===== config.mk =====
export PLATFORM = sky130hd
export DESIGN_NAME = pc_redirect_ctrl
export DESIGN_NICKNAME = d
export VERILOG_FILES = /design/src/rtl/pc_redirect_ctrl.sv
export SDC_FILE = /design/constraint.sdc
export NUM_CORES = 1
export LEC_CHECK = 0
export CAP_MARGIN = 5
export CORE_MARGIN = 2
export CORE_UTILIZATION = 48
export CTS_CLUSTER_DIAMETER = 50
export CTS_CLUSTER_SIZE = 8
export DETAILED_ROUTE_END_ITERATION = 7
export PLACE_DENSITY = 0.87
export SLEW_MARGIN = 20
export SYNTH_ARGS = -nofsm -noshare
export SYNTH_HDL_FRONTEND = slang
export SYNTH_SLANG_ARGS = --single-unit

===== constraint.sdc =====
create_clock -name clk -period 2.95 [get_ports clk]
set_input_delay 0.59 -clock clk [delete_from_list [all_inputs] [get_ports clk]]
set_output_delay 0.59 -clock clk [all_outputs]
set_load 0.005 [all_outputs]

===== src/rtl/pc_redirect_ctrl.sv =====
// rtl/pc_redirect_ctrl.sv - PC register, redirect/flush control and event counters
module pc_redirect_ctrl #(
    parameter logic [31:0] RESET_PC = 32'h0000_3000,
    parameter int          CNT_W    = 16
) (
    input  logic             clk,
    input  logic             rst,
    input  logic [1:0]       NextType,
    input  logic [31:0]      IDEXPC4,
    input  logic [31:0]      JumpPC,
    input  logic             BranchPredTaken,
    input  logic [31:0]      BranchTarget,
    input  logic             Stall,
    output logic [31:0]      PC,
    output logic             IFIDFlush,
    output logic             IDEXFlush,
    output logic             FetchValid,
    output logic             Redirecting,
    output logic [CNT_W-1:0] MispredictCnt,
    output logic [CNT_W-1:0] JumpCnt
);

    localparam logic [1:0] S_BOOT  = 2'd0;
    localparam logic [1:0] S_RUN   = 2'd1;
    localparam logic [1:0] S_REDIR = 2'd2;

    localparam logic [CNT_W-1:0] CNT_MAX = {CNT_W{1'b1}};

    logic [1:0]       r_state;
    logic [31:0]      r_pc;
    logic [CNT_W-1:0] r_mis_cnt;
    logic [CNT_W-1:0] r_jmp_cnt;

    logic             w_run;
    logic             w_mis;
    logic             w_jmp;
    logic             w_redirect;
    logic [31:0]      w_next_pc;
    logic [1:0]       w_next_state;

    // Redirects are only honoured in RUN; in REDIR the EX stage holds a bubble.
    assign w_run      = (r_state == S_RUN);
    assign w_mis      = w_run && (NextType == 2'b01);
    assign w_jmp      = w_run && (NextType == 2'b10);
    assign w_redirect = w_mis || w_jmp;

    always_comb begin
        w_next_pc = r_pc;
        if (r_state == S_BOOT) begin
            w_next_pc = r_pc;
        end else if (w_mis) begin
            w_next_pc = IDEXPC4;
        end else if (w_jmp) begin
            w_next_pc = JumpPC;
        end else if (Stall) begin
            w_next_pc = r_pc;
        end else if (BranchPredTaken) begin
            w_next_pc = BranchTarget;
        end else begin
            w_next_pc = r_pc + 32'd4;
        end
    end

    always_comb begin
        w_next_state = S_BOOT;
        case (r_state)
            S_BOOT:  w_next_state = S_RUN;
            S_RUN:   w_next_state = w_redirect ? S_REDIR : S_RUN;
            S_REDIR: w_next_state = S_RUN;
            default: w_next_state = S_BOOT;
        endcase
    end

    always_ff @(posedge clk) begin
        if (rst) begin
            r_state   <= S_BOOT;
            r_pc      <= RESET_PC;
            r_mis_cnt <= '0;
            r_jmp_cnt <= '0;
        end else begin
            r_state <= w_next_state;
            r_pc    <= w_next_pc;
            if (w_mis && (r_mis_cnt != CNT_MAX)) begin
                r_mis_cnt <= r_mis_cnt + 1'b1;
            end
            if (w_jmp && (r_jmp_cnt != CNT_MAX)) begin
                r_jmp_cnt <= r_jmp_cnt + 1'b1;
            end
        end
    end

    assign PC            = r_pc;
    assign IFIDFlush     = w_redirect;
    assign IDEXFlush     = w_redirect;
    assign FetchValid    = (r_state != S_BOOT);
    assign Redirecting   = (r_state == S_REDIR);
    assign MispredictCnt = r_mis_cnt;
    assign JumpCnt       = r_jmp_cnt;

endmodule


; ---- Word level (Yosys, flattened, before mapping)
; Index checks and enable logic that the tools add are counted.
[totals]
latch_bits = 0
word_cells = 30
romBits = 0
input_bits = 102
out_inout_bits = 68
mem_count = 0
mem_bits_rw = 0
register_bits = 66
[classes]
n_reduce_logical = 9
mul = 0
n_shift = 0
div = 0
n_mux = 6
n_lt_le_gt_ge = 0
n_bitwise = 1
add_sub_neg = 3
n_eq_ne = 7
[ops]
columns = operator, count
row1 = $mux W32, 4
row2 = $add A16 B1 Y16 const B, 2
row3 = $add A32 B3 Y32 const B, 1
row4 = $ne A16 B16 Y1 const B, 2
row5 = $eq A2 B1 Y1 const B, 2
row6 = $eq A2 B2 Y1 const B, 2
row7 = $logic_and A1 B1 Y1, 4
row8 = $pmux W2 S2, 1
row9 = $ne A3 B1 Y1 const B, 1
row10 = $logic_not A2 Y1, 1
row11 = $mux W2, 1
row12 = $reduce_and A2 Y1, 1
row13 = $reduce_bool A2 Y1, 1
row14 = $reduce_or A2 Y1, 1
row15 = $logic_or A1 B1 Y1, 1
row16 = $not A1 Y1, 1

; ---- Depth between registers and ports, before layout
; Gate-level depths: netlist of the first run.
[logic_depth]
depth_word = 5
ltp_mapped = 8
mapped_depth_nobuf = 6

; ---- Least setup slack after synthesis of the first run
; Ideal clock, no wire load.
[synth_timing]
path_type = flip-flop to flip-flop
start = register r_pc[9], in the netlist PC[9]
end = register r_pc[29], in the netlist PC[29]
required_ns = 2.817
slack_ns = 0.962
synth_period_minus_slack_ns = 1.988
path_buffers = 1
arrival_ns = 1.855
setup_time_ns = 0.133
path_stages_with_launch = 7
path_cell_list = dfxtp_1 -> buf_2 -> nand4_4 -> or4_4 -> or4_1 -> a211oi_1 -> nor4_1
[synth_between]
elab_chain_cells = 5
[synth_rtl]
columns = item, line_no
row1 = from (decl), 30  ; logic [31:0] r_pc;
row2 = from (signal assigned), 82  ; r_pc <= w_next_pc;
row3 = $add A32 B3 Y32, 60  ; w_next_pc = r_pc + 32'd4;
row4 = $mux W32, 57  ; end else if (BranchPredTaken) begin
row5 = $mux W32, 55  ; end else if (Stall) begin
row6 = $mux W32, 53  ; end else if (w_jmp) begin
row7 = $mux W32, 51  ; end else if (w_mis) begin
; No other way between the ends. The select of a mux whose other input is x is not followed.
; A chain may end at the register's enable or synchronous reset.

; ---- Final worst setup path of the first run
[layout_timing]
start = input NextType[1]
end = output IDEXFlush
[layout_between]
elab_chain_cells = 3
word_cells_on_any_way = 5
classes_between = eq/ne (2) / reduce/logical (3)
[layout_rtl]
columns = item, line_no
row1 = from (decl), 8  ; input logic [1:0] NextType,
row2 = $eq A2 B1 Y1 or $eq A2 B2 Y1 (tied branches), "43, 44"
row3 = $logic_and A1 B1 Y1 (on tied branches), "43, 44"
row4 = $logic_or A1 B1 Y1 (*), 45  ; assign w_redirect = w_mis || w_jmp;
row5 = to (decl), 16  ; output logic IDEXFlush,
; Every way passes the cells marked *; elsewhere a longest branch is shown, timed or not.

==> results of run 1 <==
==> report_power, final <==
group	switching, W	leakage (nW)	internal, W	total (W)
Combinational	0.000249	1.61	0.000341	0.000590
Sequential	0.0000881	0.537	0.000937	0.00102
Clock	0.000386	0.116	0.000561	0.000947
Total	0.000723	2.27	0.00184	0.00256
==> kinds of logic (layout without fill, tap and decap cells) <==
| logic type | Yosys count | in the layout | share of synthesized area, % |
|---|---|---|---|
| adders and majority gates | 3 | 3 | 0.882 |
| buffers and inverters | 44 | 219 | 4.17 |
| DFF | 66 | 66 | 31.0 |
| and+or+nand+nor | 240 | 240 | 30.2 |
| xor gates and xnor gates | 35 | 35 | 7.20 |
| muxes | 7 | 7 | 1.68 |
| AOI/OAI and AO/OA | 150 | 150 | 24.9 |
==> through the flow <==
step / hold WS, ns / cell area [sq um] / utilization [%] / power [W] / setup TNS [ns]
finish: 0.509 / 6420 / 73.9 / 0.00256 / 0
global route: 0.546 / 6420 / 73.9 / 0.00265 / 0
CTS: 0.511 / 6410 / 73.9 / 0.00255 / 0
detailed placement: 0.498 / 6180 / 71.2 / 0.00162 / -0.0379
global placement: 0.490 / 6180 / 71.2 / 0.00161 / 0
floorplan: 0.482 / 4260 / - / 0.00126 / 0
==> final cells by class <==
class / count / area [sq um]
Inverter: 6 / 22.5
Fill cell: 683 / 2260
Timing Repair Buffer: 198 / 1910
Sequential cell: 66 / 1320
Clock buffer: 9 / 124
Tap cell: 108 / 135
Clock inverter: 6 / 115
Multi-Input combinational cell: 435 / 2790
==> routing by layer <==
metal / up-vias / wire, um / GRT usage [%]
li1: 2436 / - / -
met1: 2492 / 6350 / 39.0
met2: 363 / 7830 / 56.3
met3: 55 / 1760 / 7.73
met4: 0 / 497 / 12.1
met5: - / 0 / 0
==> worst reg2reg max path, delay by kind of cell (launching register included) <==
kind,cells,cell delay (ns)
flops,1,0.56
simple gates,3,1.11
compound gates,2,0.53
==> sequential cells by signal, summed over array words and instances (netlist names) <==
| signal | flops |
|---|---|
| r_state | 2 |
| MispredictCnt | 16 |
| PC | 32 |
| JumpCnt | 16 |
==> synth_stat cells (4+ instances only) <==
| cell type | instances | area, sq um |
|---|---|---|
| nand3_1 | 34 | 170 |
| a311oi_1 | 6 | 52.6 |
| xor2_1 | 19 | 166 |
| and2_1 | 4 | 25.0 |
| a222oi_1 | 4 | 40.0 |
| inv_1 | 5 | 18.8 |
| o221ai_1 | 9 | 78.8 |
| o22ai_1 | 5 | 31.3 |
| dfxtp_1 | 66 | 1320 |
| and3_1 | 14 | 87.6 |
| a21oi_1 | 23 | 115 |
| nor2_1 | 60 | 225 |
| or4_1 | 4 | 30.0 |
| o21ai_0 | 27 | 135 |
| clkbuf_1 | 27 | 101 |
| a221oi_1 | 5 | 43.8 |
| mux2i_1 | 6 | 60.1 |
| o21a_1 | 6 | 45.0 |
| nor3_1 | 21 | 105 |
| a211oi_1 | 11 | 82.6 |
| buf_2 | 7 | 35.0 |
| xnor2_1 | 16 | 140 |
| o211ai_1 | 13 | 97.6 |
| or3_1 | 7 | 43.8 |
| a31oi_1 | 6 | 37.5 |
| nor4_1 | 9 | 56.3 |
| nand2b_1 | 4 | 25.0 |
| and4_1 | 10 | 87.6 |
| nand2_1 | 37 | 139 |
| nand4_1 | 18 | 113 |
==> final timing paths <==
| check | start | slack, ns | depth (start not counted) | end |
|---|---|---|---|---|
| max | NextType[1] | 0.15 | 6 | IDEXFlush |
| min | PC[0]$_SDFFE_PP0P_ | 0.51 | 2 | PC[0]$_SDFFE_PP0P_ |
| max reg2reg | PC[9]$_SDFFE_PP0P_ | 0.64 | 5 | PC[26]$_SDFFE_PP0P_ |
| min reg2reg | PC[0]$_SDFFE_PP0P_ | 0.51 | 2 | PC[0]$_SDFFE_PP0P_ |
==> flow_metrics.tcl, run 1 <==
set metrics [dict create \
    status "complete, no violations" \
    synth-edff-count 0 \
    max-vdd-ir-drop_mv 0.247 \
    min_path_type "reg -> reg" \
    finalHoldViolations 0 \
    slowest_stage "clkdlybuf4s50_1" \
    grtUsageTotal_pct 32.5 \
    p_leak_nw 2.27 \
    ys.flop_type "dfxtp_1" \
    wl_per_cell_um 19.9 \
    overflow 0 \
    grt_setup_unrepaired "false" \
    seq_area_frac_synth_pct 31.0 \
    dp_cells 813 \
    gp_congestion 0.940 \
    tightest_slew_ns 0.655 \
    num_rows 34 \
    synth_nets 650 \
    ys_warn_count 0 \
    critical_path.max_fanout 5 \
    max_slew_margin_pct 56.1 \
    p_per_area_nw_per_um2 399 \
    crit_path_end_kind "primary output" \
    synth.avg_cell_area_sq_um 7.81 \
    hold_buffers 0 \
    via_per_inst 6.46 \
    grt_first_pass_wirelength_um 25700 \
    die_w_um 98.2 \
    antenna_cells 0 \
    first_iter_violations 316 \
    clkTransAtPathRegs_ns 0.08 \
    clk-insertion-delay-late_ns 0.35 \
    crit_type "in -> out" \
    io_buffer_count 169 \
    die_h_um 98.2 \
    cts_setup_buffers 0 \
    io_pins 170 \
    cts_tree "built" \
    synthArstFlopShare_pct 0 \
    grt_pass1_vias 5146 \
    numClockSinks 66 \
    preCtsSetupSlack_ns -0.0116 \
    slew_viol_final 0 \
    path_cells "clkdlybuf4s50_1 > buf_4 > nor4bb_4 > nor2_1 > inv_1 > clkdlybuf4s50_1" \
    ant_nets 0 \
    min_period_ns 2.80 \
    finalCritPeriodShare_pct 94.8 \
    grt_max_degree 35 \
    critPathTopFamily "buffers and inverters" \
    dr.pass1.iters 5 \
    arrival_ns 2.21 \
    max_freq_ghz 0.357 \
    coreArea_sq_um 8680 \
    critPathMaxStageDelay_ns 0.52 \
    synth-seq-cells 66 \
    setup_ws_ns 0.152 \
    ctsRootBufferMaster "clkbuf_8" \
    cts_made_buffers 9 \
    drc 0 \
    clockBufferDepth 2 \
    dp_hpwl_um 11800 \
    cp-start-kind "input pin" \
    finClkSkew_ns 0.00666 \
    drive_above_1_share_pct 8.06 \
    final_cells 828 \
    layout_common_cells "clkdlybuf4s50_1 (167), dfxtp_1 (66), nor2_1 (60)" \
    routed_wl_um 16400 \
    cap_violations 0 \
    syn2layout_area_growth_pct 50.8 \
    crit_path_frequent_cell "clkdlybuf4s50_1" \
    synthCells 545 \
    setup_viol_count_final 0 \
    synth_cell_type_count 66 \
    start_util_pct 49.0 \
    num_vias 5346 \
    syn_area_sq_um 4260 \
    fin_nets 821 \
    htree_levels 3 \
    critPathRequiredTime_ns 2.36 \
    final_common_cell "clkdlybuf4s50_1" \
    cp_num_buf_inv 4 \
    post_cts_resized 0 \
    dieArea_sq_um 9640 \
    antenna_found_initial 0 \
]
(Power assumes the default switching activity.)
==> inputs of run 2 (changes only) <==
- CTS_CLUSTER_DIAMETER: 50 -> default
==> results of run 2 <==
Final layout, timing and power as in run 1 (identical DEF).
==> inputs of run 3 (changes only) <==
- CELL_PAD_IN_SITES_DETAIL_PLACEMENT: default -> 1
- CELL_PAD_IN_SITES_GLOBAL_PLACEMENT: default -> 1
- CORE_UTILIZATION: 48 -> 33
- PLACE_DENSITY: 0.87 -> default
- PLACE_DENSITY_LB_ADDON: default -> 0.1
- SKIP_CTS_REPAIR_TIMING: default -> 1
==> flow_metrics.tcl, run 3 (synthesized netlist as in run 1, its figures left out) <==
set metrics [dict create \
    finClkSkew_ns 0.00763 \
    critPathMaxStageDelay_ns 0.51 \
    p_leak_nw 2.29 \
    drive_above_1_share_pct 7.53 \
    clkTransAtPathRegs_ns 0.05 \
    min_to "PC[0]$_SDFFE_PP0P_" \
    slew_viol_final 0 \
    total_power_w 0.00275 \
    cts_tree "built" \
    hold_depth 2 \
    critPathTopFamily "buffers and inverters" \
    drt-met1-wl_um 7910 \
    via_per_inst 5.79 \
    cp-start-kind "register" \
    ant_nets 0 \
    power_frac_seq_pct 37.2 \
    met3_length_um 1130 \
    min_period_ns 2.57 \
    dr.pass1.iters 5 \
    ctsRootBufferMaster "clkbuf_16" \
    htree_levels 3 \
    first_iter_violations 339 \
    cell_internal_pwr_w 0.00198 \
    io_buffer_count 169 \
    io_pins 170 \
    numClockSinks 66 \
    p_sw_share_pct 28.1 \
    crit_path_end_kind "primary output" \
    antenna_cells 0 \
    fin_tns_setup_ns 0 \
    min_from "PC[0]$_SDFFE_PP0P_" \
    rrSetupSlack_ns 0.65 \
    r2r-start "PC[9]$_SDFFE_PP0P_" \
    path_cells "nor4bb_4 > nor2_1 > inv_1 > clkdlybuf4s50_1" \
    die_w_um 118 \
    final_common_cell "clkdlybuf4s50_1" \
    cts_made_buffers 9 \
    highest_layer "met4" \
    finalCritPeriodShare_pct 87.2 \
    clockBufferDepth 2 \
    critPathRequiredTime_ns 2.36 \
    arrival_ns 1.98 \
    grt_pass1_vias 5430 \
    grt_setup_unrepaired "false" \
    antenna_found_initial 0 \
    layout_common_cells "clkdlybuf4s50_1 (166), dfxtp_1 (66), nor2_1 (60)" \
    num_vias 5148 \
    wl_per_cell_um 20.7 \
    reg2regPathDepth 5 \
    max-vdd-ir-drop_mv 0.202 \
    pwr-share-comb_pct 21.9 \
    power.share.clock_pct 40.9 \
    syn2layout_area_growth_pct 53.9 \
    tightest_slew_ns 0.727 \
    grt_max_degree 37 \
    largest_reg_flops 32 \
    cap_violations 0 \
    cp_num_buf_inv 2 \
    p_switching_w 0.000773 \
    nFillCells 1515 \
    dp_hpwl_um 13500 \
    die_h_um 118 \
    routed_wl_um 18400 \
    finalHoldViolations 0 \
    dieArea_sq_um 13800 \
    num_rows 41 \
    start_util_pct 33.7 \
    p_per_area_nw_per_um2 420 \
    overflow 0 \
    gp_congestion 0.869 \
    min_path_type "reg -> reg" \
    status "complete, no violations" \
    crit_type "reg -> out" \
    clk-insertion-delay-late_ns 0.34 \
    critical_path.max_fanout 9 \
    max_slew_margin_pct 51.4 \
    grtUsageTotal_pct 26.2 \
    slowest_stage "clkdlybuf4s50_1" \
    drc 0 \
    grt_first_pass_wirelength_um 29300 \
    met2_length_um 8910 \
    coreArea_sq_um 12600 \
    setup_viol_count_final 0 \
    max_freq_ghz 0.389 \
    fin_nets 817 \
    reg2reg_to "PC[26]$_SDFFE_PP0P_" \
]
-- run 3: worst reg2reg max path, stage by stage (launching register included) --
cell	delay (ns)
dfxtp_1	0.56
nand4_4	0.20
nor4_2	0.59
and4_1	0.36
a311oi_1	0.12
a2111oi_0	0.36
-- run 3: per-layer routing --
metal	global-route usage, %	vias up
met5	0	-
met4	10.2	0
met3	5.57	30
met2	44.8	160
met1	32.1	2534
li1	-	2424
-- run 3: final cells by class --
cell class              count  area, sq um  area share, %
multi-input cells         435         2790           42.6
clock buffers              12          256           3.92
inverters                   6         22.5          0.344
flip-flops and latches     66         1320           20.2
well taps                 172          215           3.29
repair buffers            194         1890           28.9
clock inverters             4         50.0          0.764
-- run 3: power by group through the flow --
stage,sequential (W),combinational [W],clock [W]
after global routing,0.00103,0.000643,0.00118
after floorplan,0.00102,0.000245,0
after detailed placement,0.00104,0.000595,0
final,0.00102,0.000601,0.00112
after global placement,0.00104,0.000583,0
after CTS,0.00102,0.000601,0.00114
-- run 3: worst max path at each step --
stage	cells after the start	slack, ns	to	from
2_1_floorplan	6	0.96	PC[29]$_SDFFE_PP0P_	PC[9]$_SDFFE_PP0P_
3_3_place_gp	5	0.05	IDEXFlush	NextType[0]
3_5_place_dp	5	-0.02	IFIDFlush	NextType[0]
4_1_cts	5	-0.02	IFIDFlush	NextType[0]
5_1_grt	4	0.27	IFIDFlush	r_state[0]$_SDFF_PP0_
6_report	4	0.38	IFIDFlush	r_state[0]$_SDFF_PP0_
-- run 3: stage by stage --
| step | cell area (sq um) | utilization [%] | worst slack (ns) | std cells | hold slack [ns] |
|---|---|---|---|---|---|
| after floorplan | 4260 | - | 0.962 | 545 | 0.482 |
| after global placement | 6240 | 49.4 | 0.0548 | 873 | 0.487 |
| after detailed placement | 6240 | 49.4 | -0.0193 | 873 | 0.502 |
| after CTS | 6550 | 51.9 | -0.0230 | 889 | 0.510 |
| after global routing | 6550 | 51.9 | 0.274 | 889 | 0.543 |
| final | 6550 | 51.9 | 0.378 | 889 | 0.510 |
